## src/rtl/board_ram_arbiter.sv

```systemverilog
// Shares the 8x8 board state RAM between the read clients, the move-commit writer and the board-clear sequencer.
// Define BOARD_ARB_FIXED_PRIO_EN to replace the round-robin read arbiter with a fixed-priority one.
module board_ram_arbiter #(
  parameter int N_CLIENTS = 3,
  parameter int ADDR_BITS = 6,
  parameter int DATA_BITS = 2,
  parameter int RD_LATENCY = 1,
  parameter logic [DATA_BITS-1:0] CLEAR_VALUE = '0
) (
  input  logic                           clk,
  input  logic                           rst_n,
  input  logic [N_CLIENTS-1:0]           rd_req,
  input  logic [N_CLIENTS*ADDR_BITS-1:0] rd_addr,
  output logic [N_CLIENTS-1:0]           rd_gnt,
  output logic [N_CLIENTS-1:0]           rd_valid,
  output logic [DATA_BITS-1:0]           rd_data,
  input  logic                           wr_req,
  input  logic [ADDR_BITS-1:0]           wr_addr,
  input  logic [DATA_BITS-1:0]           wr_data,
  output logic                           wr_ack,
  input  logic                           clr_start,
  output logic                           clr_busy,
  output logic                           clr_done,
  output logic                           ram_we,
  output logic [ADDR_BITS-1:0]           ram_wr_addr,
  output logic [DATA_BITS-1:0]           ram_wr_data,
  output logic [ADDR_BITS-1:0]           ram_rd_addr,
  input  logic [DATA_BITS-1:0]           ram_rd_data
);

  localparam int PTR_W = (N_CLIENTS > 1) ? $clog2(N_CLIENTS) : 1;
  localparam logic [ADDR_BITS-1:0] LAST_ADDR = '1;

  localparam logic [1:0] S_IDLE  = 2'd0;
  localparam logic [1:0] S_CLEAR = 2'd1;
  localparam logic [1:0] S_DONE  = 2'd2;

  logic [1:0]           state;
  logic [ADDR_BITS-1:0] clr_cnt;
  logic                 clearing;
  logic                 arb_en;
  logic [PTR_W-1:0]     gnt_idx;
  logic [ADDR_BITS-1:0] sel_addr;
  logic [ADDR_BITS-1:0] rd_addr_q;
  logic [N_CLIENTS-1:0] vld_p [RD_LATENCY];

  // Clients and the writer are only served in IDLE, and a same-cycle clr_start takes priority.
  assign clearing = (state == S_CLEAR);
  assign arb_en   = rst_n && (state == S_IDLE) && !clr_start;
  assign clr_busy = (state != S_IDLE);
  assign clr_done = (state == S_DONE);

  assign wr_ack      = arb_en & wr_req;
  assign ram_we      = wr_ack | (rst_n & clearing);
  assign ram_wr_addr = clearing ? clr_cnt : (wr_ack ? wr_addr : '0);
  assign ram_wr_data = clearing ? CLEAR_VALUE : (wr_ack ? wr_data : '0);

  always_ff @(posedge clk) begin
    if (!rst_n) begin
      state   <= S_IDLE;
      clr_cnt <= '0;
    end else begin
      case (state)
        S_IDLE: begin
          if (clr_start) begin
            state   <= S_CLEAR;
            clr_cnt <= '0;
          end
        end
        S_CLEAR: begin
          clr_cnt <= clr_cnt + 1'b1;
          if (clr_cnt == LAST_ADDR) state <= S_DONE;
        end
        S_DONE:  state <= S_IDLE;
        default: state <= S_IDLE;
      endcase
    end
  end

`ifdef BOARD_ARB_FIXED_PRIO_EN
  function automatic logic [N_CLIENTS-1:0] fixed_pick(input logic [N_CLIENTS-1:0] req);
    logic [N_CLIENTS-1:0] g;
    g = '0;
    for (int i = N_CLIENTS - 1; i >= 0; i--) begin
      if (req[i]) g = N_CLIENTS'(1) << i;
    end
    return g;
  endfunction

  assign rd_gnt = arb_en ? fixed_pick(rd_req) : '0;
`else
  logic [PTR_W-1:0] ptr;

  // Walk downward so the client just after the pointer is assigned last and therefore wins.
  function automatic logic [N_CLIENTS-1:0] rr_pick(input logic [N_CLIENTS-1:0] req,
                                                   input logic [PTR_W-1:0] p);
    logic [N_CLIENTS-1:0] g;
    logic [PTR_W-1:0]     idx;
    g = '0;
    for (int off = N_CLIENTS; off >= 1; off--) begin
      idx = PTR_W'((int'(p) + off) % N_CLIENTS);
      if (req[idx]) g = N_CLIENTS'(1) << idx;
    end
    return g;
  endfunction

  assign rd_gnt = arb_en ? rr_pick(rd_req, ptr) : '0;

  always_ff @(posedge clk) begin
    if (!rst_n)       ptr <= PTR_W'(N_CLIENTS - 1);
    else if (|rd_gnt) ptr <= gnt_idx;
  end
`endif

  always_comb begin
    gnt_idx = '0;
    for (int i = 0; i < N_CLIENTS; i++) begin
      if (rd_gnt[i]) gnt_idx = PTR_W'(i);
    end
  end

  assign sel_addr    = rd_addr[gnt_idx*ADDR_BITS +: ADDR_BITS];
  assign ram_rd_addr = (|rd_gnt) ? sel_addr : rd_addr_q;

  always_ff @(posedge clk) begin
    if (!rst_n)       rd_addr_q <= '0;
    else if (|rd_gnt) rd_addr_q <= sel_addr;
  end

  // Stage boundary: the one-hot grant follows the RAM read latency and becomes rd_valid.
  always_ff @(posedge clk) begin
    if (!rst_n) begin
      for (int i = 0; i < RD_LATENCY; i++) vld_p[i] <= '0;
    end else begin
      vld_p[0] <= rd_gnt;
      for (int i = 1; i < RD_LATENCY; i++) vld_p[i] <= vld_p[i-1];
    end
  end

  assign rd_valid = vld_p[RD_LATENCY-1];
  assign rd_data  = (|rd_valid) ? ram_rd_data : '0;

endmodule

```

## config.mk

```make
export PLATFORM = sky130hd
export DESIGN_NAME = board_ram_arbiter
export DESIGN_NICKNAME = d
export VERILOG_FILES = /design/src/rtl/board_ram_arbiter.sv
export SDC_FILE = /design/constraint.sdc
export NUM_CORES = 1
export LEC_CHECK = 0
export CORE_ASPECT_RATIO = 1.4
export CORE_MARGIN = 2
export CORE_UTILIZATION = 39
export CTS_BUF_LIST = sky130_fd_sc_hd__clkbuf_4 sky130_fd_sc_hd__clkbuf_8
export CTS_CLUSTER_SIZE = 20
export DETAILED_ROUTE_END_ITERATION = 16
export PLACE_DENSITY = 0.79
export SLEW_MARGIN = 20
export SYNTH_ARGS = -nofsm -noshare
export SYNTH_HDL_FRONTEND = slang
export SYNTH_SLANG_ARGS = --single-unit
```

## constraint.sdc

```tcl
create_clock -name clk -period 2.8 [get_ports clk]
set_input_delay 0.84 -clock clk [delete_from_list [all_inputs] [get_ports clk]]
set_output_delay 0.84 -clock clk [all_outputs]
set_load 0.02 [all_outputs]
```

# [Yosys cells after proc, flatten, opt, wreduce, memory -nomap -nowiden]
# Memory sizes are Yosys's and may differ from the RTL's.
# Index checks and enable logic that the tools add are counted.
[classes] n_addsub=4 multipliers=1 div_mod_pow=3 n_lt_le_gt_ge=3 eq_ne=5 shifts=4 n_mux=27 bitwise=3 n_reduce_logical=11
[op_table] op="32-bit by 3-bit modulo with 32-bit output, second input constant" n=3
[op_table] op="6-bit 2-to-1 mux" n=4
[op_table] op="18-bit by 6-bit variable part select with 6-bit output" n=1
[op_table] op="3-bit 2-to-1 mux" n=5
[op_table] op="2-bit 2-to-1 mux" n=6
[op_table] op="6-bit one-hot mux with 2 select lines" n=1
[op_table] op="2-bit by 3-bit less-than comparator with 1-bit output, second input constant" n=3
[op_table] op="3-bit OR reduction" n=3
[op_table] op="1-bit by 2-bit << shifter with 3-bit output, first input constant" n=3
[op_table] op="1-bit 2-to-1 mux" n=7
[op_table] op="2-bit by 2-bit adder with 3-bit output, second input constant" n=2
[op_table] op="6-bit by 1-bit adder with 6-bit output, second input constant" n=1
[op_table] op="1-bit binary-select mux with 2-bit select" n=3
[op_table] op="6-bit == test, second input constant" n=1
[op_table] op="2-bit by 2-bit multiplier with 4-bit output, second input constant" n=1
[op_table] op="2-bit one-hot mux with 2 select lines" n=1
[op_table] op="2-bit AND reduction" n=2
[op_table] op="2-bit nonzero test" n=2
[op_table] op="2-bit by 1-bit adder with 3-bit output, second input constant" n=1
[op_table] op="1-bit AND" n=2
[op_table] op="2-bit by 1-bit == test with 1-bit output, second input constant" n=1
[op_table] op="2-bit == test, second input constant" n=1
[op_table] op="1-bit logical AND" n=2
[op_table] op="2-bit logical NOT" n=1
[op_table] op="other kinds (4)" n=4
[word_totals] regBits=16 ramBits=3 input_bits=35 output_inout_bits=26 elab_cells=66 mem_count=1
[memory_table] memory="vld_p" words=1 word_bits=3 read_ports=1 rd_ports_with_merged_regs=0 write_ports=1 line_no="45" rtl="logic [N_CLIENTS-1:0] vld_p [RD_LATENCY];"

# [Depth between registers and ports, before layout]
# Gate-level depths: netlist of the first run.
[logic_depth] depth_word=13 depth_mapped=11 mapped_depth_nobuf=9

# [Least setup slack after synthesis of the first run]
# No wires, ideal clock.
[synth_path] kind="input -> output" startpoint="input rst_n" endpoint="output ram_rd_addr[0]" t_arrival_ns=2.408 required_time_ns=1.960 slack_ns=-0.448 path_stages=7 n_path_buf=1 cell_sequence="inv_2 > or4_1 > a211o_1 > buf_6 > clkinv_8 > o31ai_1 > o31ai_1"
[synth_rtl] item="start: declaration" line_no="11" rtl="input logic rst_n,"
[synth_rtl] item="1-bit logical AND (2 in series)" line_no="49" rtl="assign arb_en = rst_n && (state == S_IDLE) && !clr_start;"
[synth_rtl] item="3-bit 2-to-1 mux" line_no="107" rtl="assign rd_gnt = arb_en ? rr_pick(rd_req, ptr) : '0;"
[synth_rtl] item="via rd_gnt[0]" line_no="14" rtl="output logic [N_CLIENTS-1:0] rd_gnt,"
[synth_rtl] item="3-bit OR reduction" line_no="123" rtl="assign ram_rd_addr = (|rd_gnt) ? sel_addr : rd_addr_q;"
[synth_rtl] item="6-bit 2-to-1 mux"
[synth_rtl] item="end: declaration" line_no="27" rtl="output logic [ADDR_BITS-1:0] ram_rd_addr,"
# The timed path passes the listed nets, and every way through them passes these cells.

# [Worst setup path after layout of the first run]
[layout_path] startpoint="register ptr[0]" endpoint="output ram_rd_addr[5]"
[layout_between] elab_chain_cells=13
[layout_rtl] item="start: declaration" line_no="92" rtl="logic [PTR_W-1:0] ptr;"
[layout_rtl] item="start signal: assignment" line_no="110" rtl="if (!rst_n) ptr <= PTR_W'(N_CLIENTS - 1);"
[layout_rtl] item="start signal: assignment" line_no="111" rtl="else if (|rd_gnt) ptr <= gnt_idx;"
[layout_rtl] item="2-bit by 2-bit adder with 3-bit output" line_no="101" rtl="idx = PTR_W'((int'(p) + off) % N_CLIENTS);"
[layout_rtl] item="32-bit by 3-bit modulo with 32-bit output" line_no="101"
[layout_rtl] item="1-bit binary-select mux with 2-bit select" line_no="102" rtl="if (req[idx]) g = N_CLIENTS'(1) << idx;"
[layout_rtl] item="1-bit 2-to-1 mux (not written as such)" line_no="102"
[layout_rtl] item="3-bit 2-to-1 mux (2 in series)" line_no="102"
[layout_rtl] item="3-bit 2-to-1 mux *" line_no="102"
[layout_rtl] item="3-bit 2-to-1 mux *" line_no="107"
[layout_rtl] item="1-bit 2-to-1 mux" line_no="118" rtl="if (rd_gnt[i]) gnt_idx = PTR_W'(i);"
[layout_rtl] item="2-bit 2-to-1 mux" line_no="118"
[layout_rtl] item="2-bit by 2-bit multiplier with 4-bit output" line_no="122" rtl="assign sel_addr = rd_addr[gnt_idx*ADDR_BITS +: ADDR_BITS];"
[layout_rtl] item="18-bit by 6-bit variable part select with 6-bit output" line_no="122"
[layout_rtl] item="6-bit 2-to-1 mux *"
# Mark *: on every way between the ends. The rest lies on a longest branch, timed or not. The select of a mux whose other input is x is not followed.

==> results.cfg, run 1 <==
[timing]
period_needed_ns = 3.26
setup_violations = 10
fmax_ghz = 0.307
fin_setup_tns_ns = -3.12
final-hold-violation-count = 0
rsz0062_at_grt = yes
relSlewSlack_pct = 58.7
fin_crit_sh_pct = 116
skew_ns = 0.00384
final_max_slew_viol_count = 0
worst_slew_pin_slew_ns = 0.619
worst_slack_ns = -0.459

[clock_tree]
cts_tree = built
clock_latency_ns = 0.25
clkTransAtPathRegs_ns = 0.08
cts_inserted_buffers = 3
clock-sinks = 19
root_buffer = clkbuf_8
cts_hold_buf = 0
cts_max_level = 1
cts_buffer_depth = 2

[finish]
antenna_cells = 0
nFillCells = 186
final_nets = 309
drive_above_1_share_pct = 50.7
area_delta_synth_final_pct = 102
stdcell_area_mm2 = 0.00276

[synthesis]
synthFlopType = dfxtp_1
yosysMostFrequentCell = dfxtp_1
synth.top_cell.area_share_pct = 27.9
synthTopCellsByCount = dfxtp_1, nor2_1, inv_1, nand2_1, a21oi_1
async_flop_share_pct = 0
ys_types = 43
synth_fp_nets = 202
ys_ff_latch = 19
yosys.area.top_type = dfxtp_1
synth_area_leaders = dfxtp_1, nor2_1, ha_1
seq_area_frac_synth_pct = 27.9
synth_edf_count = 0
avgSynthCellArea_um2 = 8.43
syn_inst = 162
synth_area_mm2 = 0.00137
yosys_warnings = 0

[pwr]
clock_power_share_pct = 19.1
p_sw_share_pct = 34.2
power.leakage_nw = 1.22
pwr-share-seq_pct = 30.8
ir_drop_v = 0.000393
power_frac_comb_pct = 50.1
p_total_mw = 1.00
p_int_mw = 0.660
powerDensity_mw_per_mm2 = 363
switching_power_mw = 0.343

[die]
rows = 25
die-area_mm2 = 0.00400
die_h_um = 74
die_w_um = 54
start_util_pct = 40.4
core_region_area_mm2 = 0.00338
pin_count = 61

[worst_setup_path]
criticalPathCategory = reg -> out
start_kind = flip-flop
critPathMaxFanout = 7
cp.arrival_ns = 2.42
worstSetupEndpointType = primary output
required_ns = 1.96

[global_routing]
grt_pass1_vias = 1741
grt_pass1_wl_um = 8380
antenna_found_initial = 0
grt.overflow.total = 0
grt_max_degree = 12
grt.total_usage_pct = 28.8

[drt]
vias = 1730
routedWlPerCell_um = 18.1
wirelength_um = 5570
vias_per_cell = 5.62
drc = 0
ant_nets = 0
drtIter0Drc = 51
firstDrtPassIters = 4

[outcome]
status = finished, violations left
violations = setup timing

[placement]
dpl_cell_area_mm2 = 0.00234
io_buffer_count = 60
hpwlAfterDp_um = 3440
gp_congestion = 0.789
place_worst_setup_slack_ns = -1.39

[flow_run]
cap_violations = 0

[hold_path]
min_path_type = reg -> reg
cell families after synthesis:
logic type               share of synthesized area (%)
multiplexers                                      6.05
AND/OR/NAND/NOR                                   22.5
AO/OA/AOI/OAI                                     29.8
buffers and inverters                             9.17
adder cells (fa/ha/maj)                           4.58
flip-flops                                        27.9
cells in the final DEF (no fill, tap or decap), types with 4 or more instances in the layout:
master	count
a21oi_2	4
a22o_1	6
a211oi_1	4
nand2_1	7
nor3_1	6
nor2_1	14
ha_4	4
o31ai_4	6
a22oi_1	4
dfxtp_1	17
inv_1	7
a21o_1	4
buf_4	37
clkdlybuf4s50_1	34
buf_6	30
layer usage:
metal | vias to the layer above | share of wire [%] | track usage, %
met4 | 0 | 4.1 | 14.7
met5 | - | 0 | 0
met2 | 64 | 56 | 50.7
met3 | 19 | 3.7 | 3.21
met1 | 838 | 37 | 33.5
li1 | 809 | - | -
flip-flops by register name (all words and copies together) (netlist names):
name and flops:
state 2, ptr 2, vld_p 3, clr_cnt 6
rd_addr_q 6
worst max-delay path, cell delays in order, from the launching register on:
cell	delay (ns)
dfxtp_2	0.35
inv_2	0.06
ha_4	0.27
buf_6	0.14
a21oi_4	0.17
buf_6	0.12
a21oi_2	0.03
o21ai_2	0.22
clkinv_4	0.17
buf_12	0.17
nor3_4	0.22
o31ai_4	0.08
buf_6	0.14
cell type report:
type | instances | area, um^2 | share of cell area (%)
multi-input combinational | 121 | 1150 | 41.8
timing repair buffer | 111 | 1050 | 38.2
sequential | 19 | 385 | 14.0
inverter | 13 | 71.3 | 2.58
tap | 40 | 50.0 | 1.81
clock buffer | 3 | 41.3 | 1.50
clock inverter | 1 | 5.00 | 0.181
power by group through the flow:
stage                     combinational (mW)  sequential [mW]  clock [mW]
after floorplan                        0.224            0.310           0
after global placement                 0.402            0.308           0
after detailed placement               0.408            0.309           0
after CTS                              0.453            0.306       0.191
after global routing                   0.527            0.310       0.206
final                                  0.503            0.309       0.191
stage by stage:
step                instances  hold WS (ns)  utilization [%]
floorplan                 162         0.482                -
global placement          292         0.549             69.3
detailed placement        292         0.570             69.3
CTS                       305         0.587             77.7
global route              308         0.616             81.7
finish                    308         0.573             81.7
final timing paths:
path	from	endpoint	slack [ns]	cells past startpoint
max	ptr[0]	ram_rd_addr[5]	-0.46	12
min	clr_cnt[1]	clr_cnt[1]	0.57	2
max reg2reg	ptr[0]	rd_addr_q[5]	0.40	12
min reg2reg	clr_cnt[1]	clr_cnt[1]	0.57	2
repair_timing:
| item | 4_1_cts | 5_1_grt |
|---|---|---|
| gates resized for setup | 156 | 39 |
| pin swaps | 16 | 18 |
| setup buffers | 10 | 3 |
| setup endpoints to repair | 24 | 19 |
(Power assumes the default switching activity.)
==> inputs of run 2 (changes only) <==
--- a/config.mk
+++ b/config.mk
@@ -5,6 +5,7 @@
 export SDC_FILE = /design/constraint.sdc
 export NUM_CORES = 1
 export LEC_CHECK = 0
+export CAP_MARGIN = 20
 export CORE_ASPECT_RATIO = 1.4
 export CORE_MARGIN = 2
 export CORE_UTILIZATION = 39
==> results of run 2 <==
Final layout, timing and power as in run 1 (identical DEF).
==> RTL edit 1 (config.mk and constraints of run 1) <==
Change the parameter `N_CLIENTS` from 3 to 5.
--- a/src/rtl/board_ram_arbiter.sv
+++ b/src/rtl/board_ram_arbiter.sv
@@ -2,5 +2,5 @@
 // Define BOARD_ARB_FIXED_PRIO_EN to replace the round-robin read arbiter with a fixed-priority one.
 module board_ram_arbiter #(
-  parameter int N_CLIENTS = 3,
+  parameter int N_CLIENTS = 5,
   parameter int ADDR_BITS = 6,
   parameter int DATA_BITS = 2,
Interface: changed (resized rd_addr, rd_gnt, rd_req and rd_valid); port bits go from 61 to 79. No check against the original RTL was run, so the function may have changed too.
==> RTL edit 1 against run 1 <==
  * The run still ends with negative setup slack left
  * Worst setup slack got worse by 2.2 ns
  * Sequential cell count increased by 3
  * Design area increased by 130%
  * Highest routed layer unchanged
  * Area after synthesis increased to 2.6 times the old value
  * Via count increased to 2.8 times the old value
  * Routed wire length increased to 2.8 times the old value
  * Critical path depth increased by 9
  * Clock skew increased by 0.0035 ns
Power is left out: the tool's default activity adds up to more than one toggle a clock period on the data nets, which glitch-free logic cannot reach.
==> RTL edit 1: results (changes against run 1) <==
synth unique cells -> 87 (was 43)
run status -> finished with violations (unchanged)
# fillers -> 594 (was 186)
R2R setup slack -> -1.77 ns (was 0.40 ns)
WHS Endpoint -> rd_addr_q[1]$_SDFF_PN0_ (was clr_cnt[1]$_SDFFE_PN0P_)
DP Area -> 5650 µm² (was 2340 µm²)
Final Net Count -> 761 (was 309)
Final setup viols -> 34 (was 10)
register area share after synthesis -> 0.124 (was 0.279)
slowest stage cell, crit path -> dfxtp_4 (was dfxtp_2)
Worst Min Path Start -> rd_addr_q[1]$_SDFF_PN0_ (was clr_cnt[1]$_SDFFE_PN0P_)
first-pass GRT wire length -> 22,600 µm (was 8380 µm)
Commonest cells post-synth -> nor2_1, inv_1, ha_1 (was dfxtp_1, nor2_1, inv_1, nand2_1, a21oi_1)
port bufs -> 78 (was 60)
Reg2Reg Capture Point -> ptr[0]$_SDFFE_PN0N_ (was rd_addr_q[5]$_SDFF_PN0_)
Worst Setup Slack, final -> -2.70 ns (was -0.459 ns)
Final Non-Filler Cells -> 788 (was 308)
area occupied by multi-input gates -> 3470 µm² (was 1150 µm²)
largest net degree at the start of global routing -> 49 (was 12)
Final Skew -> 0.00730 ns (was 0.00384 ns)
Placed Cells incl. Taps -> 747 (was 292)
hold_ws -> 0.582 ns (was 0.573 ns)
crit-path max cell delay -> 0.38 ns (was 0.35 ns)
vias in the first global route -> 4,678 (was 1,741)
failing checks -> negative setup slack (unchanged)
drt first pass iters -> 5 (was 4)
Worst Reg-to-Reg Cells -> 26 (was 12)
fraction of layout cells with a size suffix above 1 -> 0.479 (was 0.507)
CP startpoint -> ptr[1]$_SDFFE_PN0N_ (was ptr[0]$_SDFFE_PN0N_)
via count -> 4,860 (was 1,730)
gr usage total -> 0.284 (was 0.288)
Synth Area per Inst -> 7.70 µm² (was 8.43 µm²)
Setup Buffers After CTS -> 24 (was 10)
largest registers -> clr_cnt: 6 flops, rd_addr_q: 6 flops, vld_p: 5 flops (was clr_cnt: 6 flops, rd_addr_q: 6 flops, vld_p: 3 flops)
worst-path fanout max -> 9 (was 7)
top post-synthesis cells by area -> dfxtp_1, ha_1, mux2i_1 (was dfxtp_1, nor2_1, ha_1)
relative slew slack -> 0.451 (was 0.587)
setup slack after placement -> -2.98 ns (was -1.39 ns)
## RTL edit 1: cells by family (layout without fill, tap and decap cells)
group	count (synthesis)	in the layout	synth area share
buffers and inverters	66	286	0.0956
multiplexers	24	24	0.0800
XOR/XNOR	5	5	0.0123
flip-flops	22	22	0.124
AND/OR/NAND/NOR	162	162	0.247
AO/OA/AOI/OAI	152	152	0.333
adder cells (fa/ha/maj)	30	30	0.108
## RTL edit 1: worst max path at each step
stage | to | slack [ns] | cells after the start
final | ram_rd_addr[0] | -2.70 | 21
after global routing | ram_rd_addr[0] | -2.87 | 21
after CTS | ram_rd_addr[5] | -2.55 | 21
after detailed placement | ram_rd_addr[4] | -2.98 | 19
after global placement | ram_rd_addr[1] | -2.84 | 19
after floorplan | ram_rd_addr[1] | -2.56 | 20
## RTL edit 1: worst max-delay path: cells and delay by family, from the launching register on
kind                     cells  cell delay (ns)
AO/OA/AOI/OAI                8             1.62
adder cells (fa/ha/maj)      3             0.66
buffers and inverters        5             0.70
flip-flops                   1             0.38
multiplexers                 1             0.29
AND/OR/NAND/NOR              4             0.73
## RTL edit 1: final cells by class
| class | count | area share |
|---|---|---|
| Sequential cell | 22 | 0.0692 |
| Clock buffer | 3 | 0.00638 |
| Multi-Input combinational cell | 373 | 0.536 |
| Tap cell | 107 | 0.0207 |
| Inverter | 32 | 0.0226 |
| Timing Repair Buffer | 250 | 0.341 |
| Clock inverter | 1 | 0.00464 |
## RTL edit 1: routing by layer
layer | share of wire | vias up | global-route usage
met5 | 0 | - | 0
met4 | 0.069 | 0 | 0.175
met3 | 0.056 | 77 | 0.0266
met2 | 0.53 | 272 | 0.541
met1 | 0.35 | 2319 | 0.299
li1 | - | 2192 | -
==> RTL edit 2 (config.mk and constraints of run 1) <==
Made on the original files. Reset style: asynchronous (`rst_n`), changed in 4 clocked blocks.
--- a/src/rtl/board_ram_arbiter.sv
+++ b/src/rtl/board_ram_arbiter.sv
@@ -56,5 +56,5 @@
   assign ram_wr_data = clearing ? CLEAR_VALUE : (wr_ack ? wr_data : '0);
 
-  always_ff @(posedge clk) begin
+  always_ff @(posedge clk or negedge rst_n) begin
     if (!rst_n) begin
       state   <= S_IDLE;
@@ -107,5 +107,5 @@
   assign rd_gnt = arb_en ? rr_pick(rd_req, ptr) : '0;
 
-  always_ff @(posedge clk) begin
+  always_ff @(posedge clk or negedge rst_n) begin
     if (!rst_n)       ptr <= PTR_W'(N_CLIENTS - 1);
     else if (|rd_gnt) ptr <= gnt_idx;
@@ -123,5 +123,5 @@
   assign ram_rd_addr = (|rd_gnt) ? sel_addr : rd_addr_q;
 
-  always_ff @(posedge clk) begin
+  always_ff @(posedge clk or negedge rst_n) begin
     if (!rst_n)       rd_addr_q <= '0;
     else if (|rd_gnt) rd_addr_q <= sel_addr;
@@ -129,5 +129,5 @@
 
   // Stage boundary: the one-hot grant follows the RAM read latency and becomes rd_valid.
-  always_ff @(posedge clk) begin
+  always_ff @(posedge clk or negedge rst_n) begin
     if (!rst_n) begin
       for (int i = 0; i < RD_LATENCY; i++) vld_p[i] <= '0;
Function: differs if rst_n is asserted again (counterexample within 4 cycles, from zero or initial values and one cycle with rst_n low); with rst_n held inactive, the same outputs for 4 cycles.
==> RTL edit 2 against run 1 <==
  * The run still ends with negative setup slack left
  * Die area increased by 0.52%
  * Core utilization decreased by 5.1 points
  * Area after synthesis increased by 0.55%
  * Global-route usage decreased by 2.5 points
  * Sequential cell count unchanged
  * Worst setup slack got worse by 0.77 ns
  * Count of clock-buffer cells in the layout unchanged
  * Final cell count decreased by 13%
  * Design area decreased by 6.2%
  * Routed wire length decreased by 8.5%
  * Critical path type unchanged
Power is not compared: it rests on default switching activity, and its combinational part moved more than twofold at a synthesized area within 25%.
==> RTL edit 2: results (changes against run 1) <==
register area share after synthesis -> 0.347 (was 0.279)
Inverters, non-clock -> 6 (was 13)
vias per cell -> 5.55 (was 5.62)
Worst Min Path Start -> rd_addr_q[1]$_DFF_PN0_ (was clr_cnt[1]$_SDFFE_PN0P_)
crit-path max cell delay -> 0.56 ns (was 0.35 ns)
Commonest cells post-synth -> dfrtp_1, mux2_2, o21ai_0 (was dfxtp_1, nor2_1, inv_1, nand2_1, a21oi_1)
Synth Net Count -> 172 (was 202)
Top Family by Delay on Critical Path -> multiplexers (was buffers and inverters)
wire per inst -> 19.1 µm (was 18.1 µm)
share of synthesized registers carrying an async set or reset -> 1.00 (was 0)
vias in the first global route -> 1,593 (was 1,741)
# fillers -> 208 (was 186)
Tightest Pin Transition -> 0.472 ns (was 0.619 ns)
xor/xnor cell area share of the yosys netlist -> 0.00638 (was 0)
Buffers, non-clock -> 99 (was 111)
Adder-Cell Fraction of Synth Area -> 0.0456 (was 0.0458)
Final setup viols -> 22 (was 10)
Worst Setup Slack, final -> -1.22 ns (was -0.459 ns)
Post-Syn Instances -> 132 (was 162)
met1 GRT Util -> 0.284 (was 0.335)
Critical R2R Launch -> ptr[1]$_DFFE_PN1N_ (was ptr[0]$_SDFFE_PN0N_)
WHS Path Cells -> 1 (was 2)
sequential cell area share -> 0.184 (was 0.140)
met3 GRT Util -> 0.0382 (was 0.0321)
Critical Path AT -> 3.18 ns (was 2.42 ns)
failing checks -> negative setup slack (unchanged)
top post-synthesis cells by area -> dfrtp_1, mux2_2, mux2_4 (was dfxtp_1, nor2_1, ha_1)
Non-clock buffering overhead -> 0.383 (was 0.382)
run status -> finished with violations (unchanged)
Worst Reg-to-Reg Cells -> 8 (was 12)
Iter 0 DRT Violations -> 22 (was 51)
largest net degree at the start of global routing -> 21 (was 12)
slowest stage cell, crit path -> dfstp_2 (was dfxtp_2)
first-pass GRT wire length -> 7600 µm (was 8380 µm)
Placed Cells incl. Taps -> 248 (was 292)
Compound-Gate Fraction of Synth Area -> 0.191 (was 0.298)
synth unique cells -> 42 (was 43)
-- RTL edit 2: cell count changes in the layout (fill, tap and decap cells not counted), sizes merged, moves of 10 or more --
cell,delta
buf,-13
nor2,-11
dfrtp,+18
mux2,+17
dfxtp,-19
o21ai,+10
-- RTL edit 2: per-layer routing --
layer  share of wire  routed length [µm]
met2            0.58                2950
met1            0.35                1810
met4           0.028                 142
met3           0.038                 196
met5               0                   0
-- RTL edit 2: repair_timing --
item                                    in CTS  in global routing
cloned                                       1                  0
endpoints found under the setup margin      27                 25
setup buffers                               18                  4
gates resized for setup                    164                 21
pin swaps                                    9                 15
-- RTL edit 2: final timing paths --
kind | to | slack [ns]
min in group asynchronous | state[0]$_DFFE_PN0P_ | 0.54
max reg2reg | rd_addr_q[3]$_DFF_PN0_ | -0.11
min reg2reg | rd_addr_q[1]$_DFF_PN0_ | 0.51
max in group asynchronous | ptr[1]$_DFFE_PN1N_ | 2.00
max | ram_rd_addr[3] | -1.22
min | rd_addr_q[1]$_DFF_PN0_ | 0.51
-- RTL edit 2: where the power goes --
part | leakage [nW] | switching (W) | total (W) | internal (W)
Sequential | 0.239 | 0.0000864 | 0.000463 | 0.000377
Combinational | 0.900 | 0.000639 | 0.00133 | 0.000695
Clock | 0.0217 | 0.0000943 | 0.000195 | 0.000100
Total | 1.16 | 0.000819 | 0.00199 | 0.00117
-- RTL edit 2: cells by family (layout without fill, tap and decap cells) --
logic type,after synthesis,count (layout)
AOI/OAI and AO/OA,35,35
buffers and inverters,14,109
xor gates and xnor gates,1,1
and+or+nand+nor,35,35
DFF,19,19
adders and majority gates,5,5
muxes,23,23
